[config.mk]
export PLATFORM = sky130hd
export DESIGN_NAME = ps2_keyboard
export DESIGN_NICKNAME = d
export VERILOG_FILES = /design/src/rtl/ps2_keyboard.sv
export SDC_FILE = /design/constraint.sdc
export NUM_CORES = 1
export LEC_CHECK = 0
export CAP_MARGIN = 20
export CORE_MARGIN = 2
export CORE_UTILIZATION = 55
export CTS_CLUSTER_SIZE = 20
export DETAILED_ROUTE_END_ITERATION = 10
export PLACE_DENSITY = 0.73
export SLEW_MARGIN = 20
export SYNTH_ARGS = -nofsm -noshare
export SYNTH_HDL_FRONTEND = slang
export SYNTH_SLANG_ARGS = --single-unit
[constraint.sdc]
create_clock -name clk -period 1.79 [get_ports clk]
set_input_delay 0.358 -clock clk [delete_from_list [all_inputs] [get_ports clk]]
set_output_delay 0.358 -clock clk [all_outputs]
set_load 0.02 [all_outputs]
[src/rtl/ps2_keyboard.sv]
// PS/2 keyboard receiver: sync/filter ps2 lines, deserialize frames, track F0/E0 prefixes.
module ps2_keyboard #(
    parameter int unsigned FILTER_LEN     = 8,
    parameter int unsigned TIMEOUT_CYCLES = 50000
) (
    input  logic       clk,
    input  logic       rst_n,
    input  logic       ps2_clk,
    input  logic       ps2_data,
    output logic [7:0] code,
    output logic       code_valid,
    output logic       frame_err,
    output logic [7:0] letra
);

    localparam int unsigned FW = 5;
    localparam int unsigned TW = $clog2(TIMEOUT_CYCLES + 1);
    localparam int unsigned BW = 4;

    typedef enum logic [1:0] {
        IDLE   = 2'd0,
        DATA   = 2'd1,
        PARITY = 2'd2,
        STOP   = 2'd3
    } state_t;

    logic          clk_s1, clk_s2, data_s1, data_s2;
    logic          filt, filt_d;
    logic [FW-1:0] fcnt;
    logic          fall_c;

    state_t        state, state_n;
    logic [7:0]    sr, sr_n;
    logic [BW-1:0] bcnt, bcnt_n;
    logic          par_ok, par_ok_n;
    logic [TW-1:0] to_cnt, to_cnt_n;
    logic [7:0]    code_n, letra_n;
    logic          cv_n, fe_n;
    logic          brk, brk_n, ext, ext_n;

    // Two-stage synchronizers; idle bus level is high
    always_ff @(posedge clk or negedge rst_n) begin
        if (!rst_n) begin
            clk_s1  <= 1'b1;
            clk_s2  <= 1'b1;
            data_s1 <= 1'b1;
            data_s2 <= 1'b1;
        end else begin
            clk_s1  <= ps2_clk;
            clk_s2  <= clk_s1;
            data_s1 <= ps2_data;
            data_s2 <= data_s1;
        end
    end

    // Clock filter: accept a new level after FILTER_LEN consecutive differing samples
    always_ff @(posedge clk or negedge rst_n) begin
        if (!rst_n) begin
            filt   <= 1'b1;
            filt_d <= 1'b1;
            fcnt   <= '0;
        end else begin
            filt_d <= filt;
            if (clk_s2 == filt) begin
                fcnt <= '0;
            end else if (fcnt == FW'(FILTER_LEN - 1)) begin
                filt <= clk_s2;
                fcnt <= '0;
            end else begin
                fcnt <= fcnt + FW'(1);
            end
        end
    end

    assign fall_c = filt_d & ~filt;

    // Receiver state and output registers
    always_ff @(posedge clk or negedge rst_n) begin
        if (!rst_n) begin
            state      <= IDLE;
            sr         <= '0;
            bcnt       <= '0;
            par_ok     <= 1'b0;
            to_cnt     <= '0;
            code       <= 8'h00;
            code_valid <= 1'b0;
            frame_err  <= 1'b0;
            letra      <= 8'h00;
            brk        <= 1'b0;
            ext        <= 1'b0;
        end else begin
            state      <= state_n;
            sr         <= sr_n;
            bcnt       <= bcnt_n;
            par_ok     <= par_ok_n;
            to_cnt     <= to_cnt_n;
            code       <= code_n;
            code_valid <= cv_n;
            frame_err  <= fe_n;
            letra      <= letra_n;
            brk        <= brk_n;
            ext        <= ext_n;
        end
    end

    // Next-state: frame deserializer, timeout and prefix tracking
    always_comb begin
        state_n  = state;
        sr_n     = sr;
        bcnt_n   = bcnt;
        par_ok_n = par_ok;
        to_cnt_n = '0;
        code_n   = code;
        cv_n     = 1'b0;
        fe_n     = 1'b0;
        letra_n  = letra;
        brk_n    = brk;
        ext_n    = ext;

        if (state != IDLE && !fall_c) begin
            if (to_cnt == TW'(TIMEOUT_CYCLES - 1)) begin
                state_n = IDLE;
            end else begin
                to_cnt_n = to_cnt + TW'(1);
            end
        end

        if (fall_c) begin
            case (state)
                IDLE: begin
                    if (!data_s2) begin
                        state_n = DATA;
                        bcnt_n  = '0;
                    end
                end
                DATA: begin
                    sr_n   = {data_s2, sr[7:1]};
                    bcnt_n = bcnt + BW'(1);
                    if (bcnt == BW'(7)) begin
                        state_n = PARITY;
                    end
                end
                PARITY: begin
                    par_ok_n = ^sr ^ data_s2;
                    state_n  = STOP;
                end
                STOP: begin
                    state_n = IDLE;
                    if (data_s2 && par_ok) begin
                        code_n = sr;
                        cv_n   = 1'b1;
                        if (sr == 8'hF0) begin
                            brk_n = 1'b1;
                        end else if (sr == 8'hE0) begin
                            ext_n = 1'b1;
                        end else begin
                            if (!brk && !ext) begin
                                letra_n = sr;
                            end
                            brk_n = 1'b0;
                            ext_n = 1'b0;
                        end
                    end else begin
                        fe_n = 1'b1;
                    end
                end
                default: state_n = IDLE;
            endcase
        end
    end

endmodule

==> results.md, run 1 <==
* Outcome: finished clean
* Final Hold Viols at 0
* Final HPWL DP at 3217 µm
* CTS Root Cell: clkbuf_8
* Post-synth EDFFs at 0
* Max cap viols at 0
* Reg clk slew, reported paths at 0.07 ns
* CTS tree: done
* Crit path max fanout at 8
* Core area at 4786 µm²
* Port buffer count at 21
* Async SR Flop Fraction at 100.0%
* Cell Area, Synth at 2758 µm²
* Area growth from synthesis to layout at 18.33%
* First-pass iteration count of the detailed router at 4
* Iteration-0 DRC Markers at 57
* Final setup TNS at 0 ns
* Power per cell area at about 980 nW/µm²
* Critical-path top delay cell: dfrtp_1
* Non-filler cells, final at 342
* HP Class: register to register
* Synth Instances at 235
* Slowest stage delay, CP at 0.39 ns
* Total GRT Usage at 19.61%
* Post-CTS Setup Inserts at 0
* Pin count of the biggest net entering global routing at 37
* Final setup fails at 0
* Number of global-route vias before repair at approximately 1.8k
* #FFs+latches synth at 62
* Initial Util at 57.62%
* Mean Syn Cell Area at roughly 12 µm²
* Worst-margin pin slew at around 0.5 ns
* Die ar. at 5597 µm²
* Register area share after synthesis at 56.53%
* Crit path arrival time at 1.88 ns
* Residual overflow from global routing at 0
* CP delay by family, top: simple AND/OR/NAND/NOR gates
* Distinct cells, synth at 36
* Post-Route Skew at 0.009340 ns
* Ys flop type: dfrtp_1
* CP startpoint kind: register
* Leak at 0.001443 µW
* Clock Latency Late Sink at 0.33 ns
* Rows at 25
* Initial antenna violation count at 0
* Unrepaired setup endpoints after global routing: false
* First-pass GRT wire length at 8190 µm
* Maximum VDD drop at 0.6831 mV
* R2r worst-path depth at 6
* Crit-path cells: inv_1 -> ha_1 -> and3_2 -> o21ai_1 -> nand3_4 -> mux2_2
* Synthesized Nets at 247
* DRC errors left at 0
* NumNets Final at 282
* Final Cycle Share at 92.66%
* Cts bufs inserted at 9
* Die Y at 74.81 µm
* N_diodes at 0
* Worst rel slew slack at a little under 70%
* WHS Path Cells at 0
* Max Root-Sink Buffers at 2
* Synth Warn # at 0
* IO Count at 22
* Via/cell ratio at between 5 and 6
* Total vias in the final route at ~1.8k
* Wire per inst at 13.81 µm
* Tmin final at between 1.5 and 2 ns
* Placed cell count at 325
* Setup crit end kind: register
* WP buf/inv at 1
* Final Max Tran Viols at 0
* Fmax at 602.9 MHz
* CP Class: register to register
* Fin area at 3263 µm²
* CP Depth at 6
* Layout cells sized above 1 at 20.73%
* CTS H-tree lvls at 3
* Die W at between 70 and 80 µm
* Total length of routed wires at 4723 µm
* Placed inst area at 3089 µm²
* Antenna Nets Post-Route at 0
* WP data required at 2.01 ns
* # clock sinks at 62
* RePlAce Congestion at between 0.7 and 0.8
[cells by family after synthesis]
logic type               synth area share (%)
flip-flops                              56.53
XOR/XNOR                                6.987
multiplexers                            8.938
AND/OR/NAND/NOR                         16.65
buffers and inverters                   2.904
AO/OA/AOI/OAI                           4.356
adder cells (fa/ha/maj)                 3.630
[power by group]
group          internal, µW  switching (µW)
sequential             1530             123
clock                   538             499
combinational           223             287
[area by class of cell]
| class | count | area, µm² |
|---|---|---|
| Clock buffer | 14 | 152.6 |
| Multi-Input combinational cell | 156 | 1120 |
| Inverter | 12 | 45.04 |
| Tap cell | 67 | 83.83 |
| Sequential cell | 62 | 1559 |
| Clock inverter | 2 | 10.01 |
| Timing Repair Buffer | 29 | 292.8 |
| Fill cell | 372 | 1523 |
[Yosys cell counts, types with 2 or more instances]
cell	number	area share, %
a21oi_1	5	0.91
a32o_1	2	0.73
and3_1	2	0.45
buf_4	4	1.1
dfrtp_1	56	51
dfstp_2	6	5.7
ha_1	8	3.6
inv_1	12	1.6
mux2_2	21	8.6
nand2_1	17	2.3
nand3_1	8	1.5
nand4_1	3	0.68
nor2_1	26	3.5
nor2b_1	2	0.45
nor3_1	7	1.3
nor4_1	5	1.1
o21ai_0	12	2.2
xnor2_1	18	5.7
xor2_1	4	1.3
[flip-flops by register name, indices dropped and copies added (netlist names), 2 cells and up]
name	count
to_cnt	16
code	8
letra	8
sr	8
fcnt	5
bcnt	4
state	2
[final timing paths]
check                      slack (ns)         to     from
min                              0.36    data_s2  data_s1
max in group asynchronous        0.91  to_cnt[3]    rst_n
max reg2reg                      0.13   letra[1]    sr[1]
min reg2reg                      0.36    data_s2  data_s1
min in group asynchronous        0.55  to_cnt[1]    rst_n
max                              0.13   letra[1]    sr[1]
[layer usage]
layer | vias up | GRT usage, % | part of all wire, %
met2 | 34 | 29.60 | 45
li1 | 878 | - | -
met4 | 0 | 9.722 | 2.2
met3 | 10 | 5.087 | 4.1
met1 | 883 | 26.50 | 48
met5 | - | 0 | 0
[worst reg2reg max path, cell delays in order, from the launching register on]
cell	delay (ns)
dfrtp_1	0.39
inv_1	0.07
ha_1	0.18
and3_2	0.25
o21ai_1	0.15
nand3_4	0.18
mux2_2	0.32
[metrics by stage]
step	hold slack (ns)	power [µW]	utilization, %	setup slack (ns)
floorplan	0.06241	2075	-	0.2672
CTS	0.3556	3239	68.16	0.04538
detailed placement	0.3468	2200	64.55	0.05972
finish	0.3556	3205	68.18	0.1314
global placement	0.3455	2182	64.55	0.1622
global route	0.3640	3409	68.18	0.01134
[placed cells by master, fill, tap and decap left out, types with 2 or more instances in the layout]
cell type	instances
o21ai_0	11
nor2_1	26
inv_1	12
dfstp_2	6
xor2_1	4
dfrtp_1	56
nor4_1	5
clkbuf_1	4
clkdlybuf4s50_1	20
nand3_1	8
clkinv_2	2
nor3_1	7
mux2_2	21
buf_12	2
nand2_1	17
nor2b_1	2
xnor2_1	18
a21oi_1	5
nand4_1	3
buf_4	5
a32o_1	2
clkbuf_8	10
ha_1	8
[timing repair]
item | CTS | global route
endpoints found under the hold margin | 3 | 0
hold buffers | 1 | 0
gates resized for setup | 0 | 2
setup endpoints to repair | 0 | 8
No activity file was read; power rests on OpenSTA's default activity.
==> run 2, diff against run 1 <==
Settings changed: PLACE_DENSITY 0.73 to 0.76.
==> run 2 against run 1 <==
Final area down 0.15%. Fmax is 0.15% higher. Hold slack hardly changed. Core utilization decreased by 0.10 points.
==> results.md, run 2 (same netlist as run 1, synthesis figures left out) <==
* Outcome: finished clean
* Pin count of the biggest net entering global routing at 40 (+8.1%)
* Iteration-0 DRC Markers at 97 (+70%)
* Fin Hold WS at 0.3556 ns (-0.00004400 ns)
* Clock Latency Late Sink at 0.34 ns (about the same)
* First-pass GRT wire length at 7755 µm (-5.3%)
* Most flop-heavy register: to_cnt
* Total length of routed wires at 4512 µm (-4.5%)
* N_diodes at 0 (unchanged)
* Initial antenna violation count at 0 (unchanged)
* NumNets Final at 281 (-0.35%)
* Wire per inst at 13.23 µm (-4.2%)
* WHS Path Cells at 0 (unchanged)
* Slowest stage delay, CP at 0.61 ns (+0.22 ns)
* Max Root-Sink Buffers at 2 (unchanged)
* Final Hold Viols at 0 (unchanged)
* Setup crit end kind: output port
* Final HPWL DP at 3080 µm (-4.3%)
* # clock sinks at 62 (unchanged)
* Port buffer count at 21 (unchanged)
* First-pass iteration count of the detailed router at 4 (unchanged)
* Non-filler cells, final at 341 (-0.29%)
* Via/cell ratio at 5.144 (-2.5%)
* Placed cell count at 324 (-0.31%)
* Die W at 74.81 µm (unchanged)
* R2r setup slk at 0.16 ns (+0.03 ns)
* Sink of the worst hold path: data_s2
* Antenna Nets Post-Route at 0 (unchanged)
* CP Class: register to output port
* Max reg flops at 16 (unchanged)
* CP delay by family, top: buffers and inverters
* CTS tree: done
* Cts bufs inserted at 9 (unchanged)
* Number of global-route vias before repair at 1663 (-5.9%)
* Maximum VDD drop at 0.6291 mV (-7.9%)
* CTS H-tree lvls at 3 (unchanged)
* Total vias in the final route at 1754 (-2.8%)
* IO Count at 22 (unchanged)
* Final setup fails at 0 (unchanged)
* HP Class: register to register
* Area growth from synthesis to layout at 18.15%
* Worst-margin pin slew at 0.4000 ns (-0.08564 ns)
* Worst hold start: data_s1
* Commonest non-fill, non-tap cell in the layout: dfrtp_1
* Layout cells sized above 1 at 21.17% (+0.44 points)
* Rows at 25 (unchanged)
* Die ar. at 5597 µm² (unchanged)
* RePlAce Congestion at 0.7796 (+0.36%)
* Post-Route Skew at 0.007534 ns (-0.001805 ns)
* Power per cell area at 980.0 nW/µm² (-0.23%)
* Core area at 4786 µm² (unchanged)
* Leak at 0.001447 µW (+0.27%)
* Crit path max fanout at 2 (-6)
* R2r worst-path depth at 6 (unchanged)
* Max cap viols at 0 (unchanged)
* CTS Root Cell: clkbuf_8
* Die Y at 74.81 µm (unchanged)
* Commonest cells after routing, fill and taps aside: 56 x dfrtp_1, 26 x nor2_1, 21 x mux2_2, 20 x clkdlybuf4s50_1, 18 x xnor2_1
* Final Cycle Share at 92.52% (-0.14 points)
* DRC errors left at 0 (unchanged)
* Final setup TNS at 0 ns (unchanged)
* Fmax at 603.8 MHz (+0.15%)
* Tmin final at 1.656 ns (-0.002496 ns)
* Residual overflow from global routing at 0 (unchanged)
* Initial Util at 57.62% (unchanged)
* Worst rel slew slack at 73.05% (+5.8 points)
* Final Max Tran Viols at 0 (unchanged)
* Critical-path top delay cell: clkdlybuf4s50_1
* Crit path arrival time at 1.30 ns (-0.58 ns)
* Reg2reg end: letra[5]
* WP data required at 1.43 ns (-0.58 ns)
* Total GRT Usage at 19.07% (-0.54 points)
* WP buf/inv at 1 (unchanged)
* Crit-path cells: clkdlybuf4s50_1
* Unrepaired setup endpoints after global routing: false
* CP startpoint kind: register
* Reg clk slew, reported paths at 0.06 ns (about the same)
* Reg2reg start: sr[1]
[run 2: worst max path at each step]
stage	start	endpoint	slack, ns	cells past startpoint
2_1_floorplan	sr[2]	letra[0]	0.27	6
3_3_place_gp	sr[1]	letra[1]	0.17	6
3_5_place_dp	sr[1]	letra[5]	0.12	6
4_1_cts	sr[1]	letra[5]	0.09	6
5_1_grt	sr[1]	letra[6]	0.04	6
6_report	letra[7]	letra[7]	0.13	1
[run 2: through the flow]
| step | total power [µW] | util, % | setup WS, ns | cell area [µm²] |
|---|---|---|---|---|
| after global placement | 2180 | 64.39 | 0.1713 | 3082 |
| after CTS | 3235 | 68.08 | 0.09429 | 3258 |
| after floorplan | 2075 | - | 0.2672 | 2758 |
| final | 3193 | 68.08 | 0.1339 | 3258 |
| after detailed placement | 2192 | 64.39 | 0.1242 | 3082 |
| after global routing | 3385 | 68.08 | 0.03634 | 3258 |
[run 2: layout make-up]
| cell class | count | area [µm²] |
|---|---|---|
| Sequential cell | 62 | 1559 |
| Clock buffer | 11 | 141.4 |
| Timing Repair Buffer | 28 | 285.3 |
| Fill cell | 365 | 1528 |
| Clock inverter | 5 | 25.02 |
| Inverter | 12 | 45.04 |
| Tap cell | 67 | 83.83 |
| Multi-Input combinational cell | 156 | 1119 |
[run 2: power by group]
| group | internal (µW) | switching, µW | leakage, µW |
|---|---|---|---|
| combinational | 221 | 278 | 0.000518 |
| sequential | 1530 | 124 | 0.000837 |
| clock | 527 | 508 | 0.0000926 |
[run 2: timing repair]
item / 4_1_cts / 5_1_grt
resized for setup: 0 / 1
endpoints found under the setup margin: 0 / 8
endpoints found under the hold margin: 6 / 0
setup buffers: 0 / 0
hold buffers: 1 / 0
[run 2: per-layer routing]
| layer | wire, µm | up-vias | share of wire (%) | track usage [%] |
|---|---|---|---|---|
| met1 | 2254 | 839 | 50 | 27.30 |
| met4 | 97 | 0 | 2.1 | 10.71 |
| met2 | 1992 | 31 | 44 | 25.96 |
| li1 | - | 874 | - | - |
| met3 | 168 | 10 | 3.7 | 5.622 |
| met5 | 0 | - | 0 | 0 |
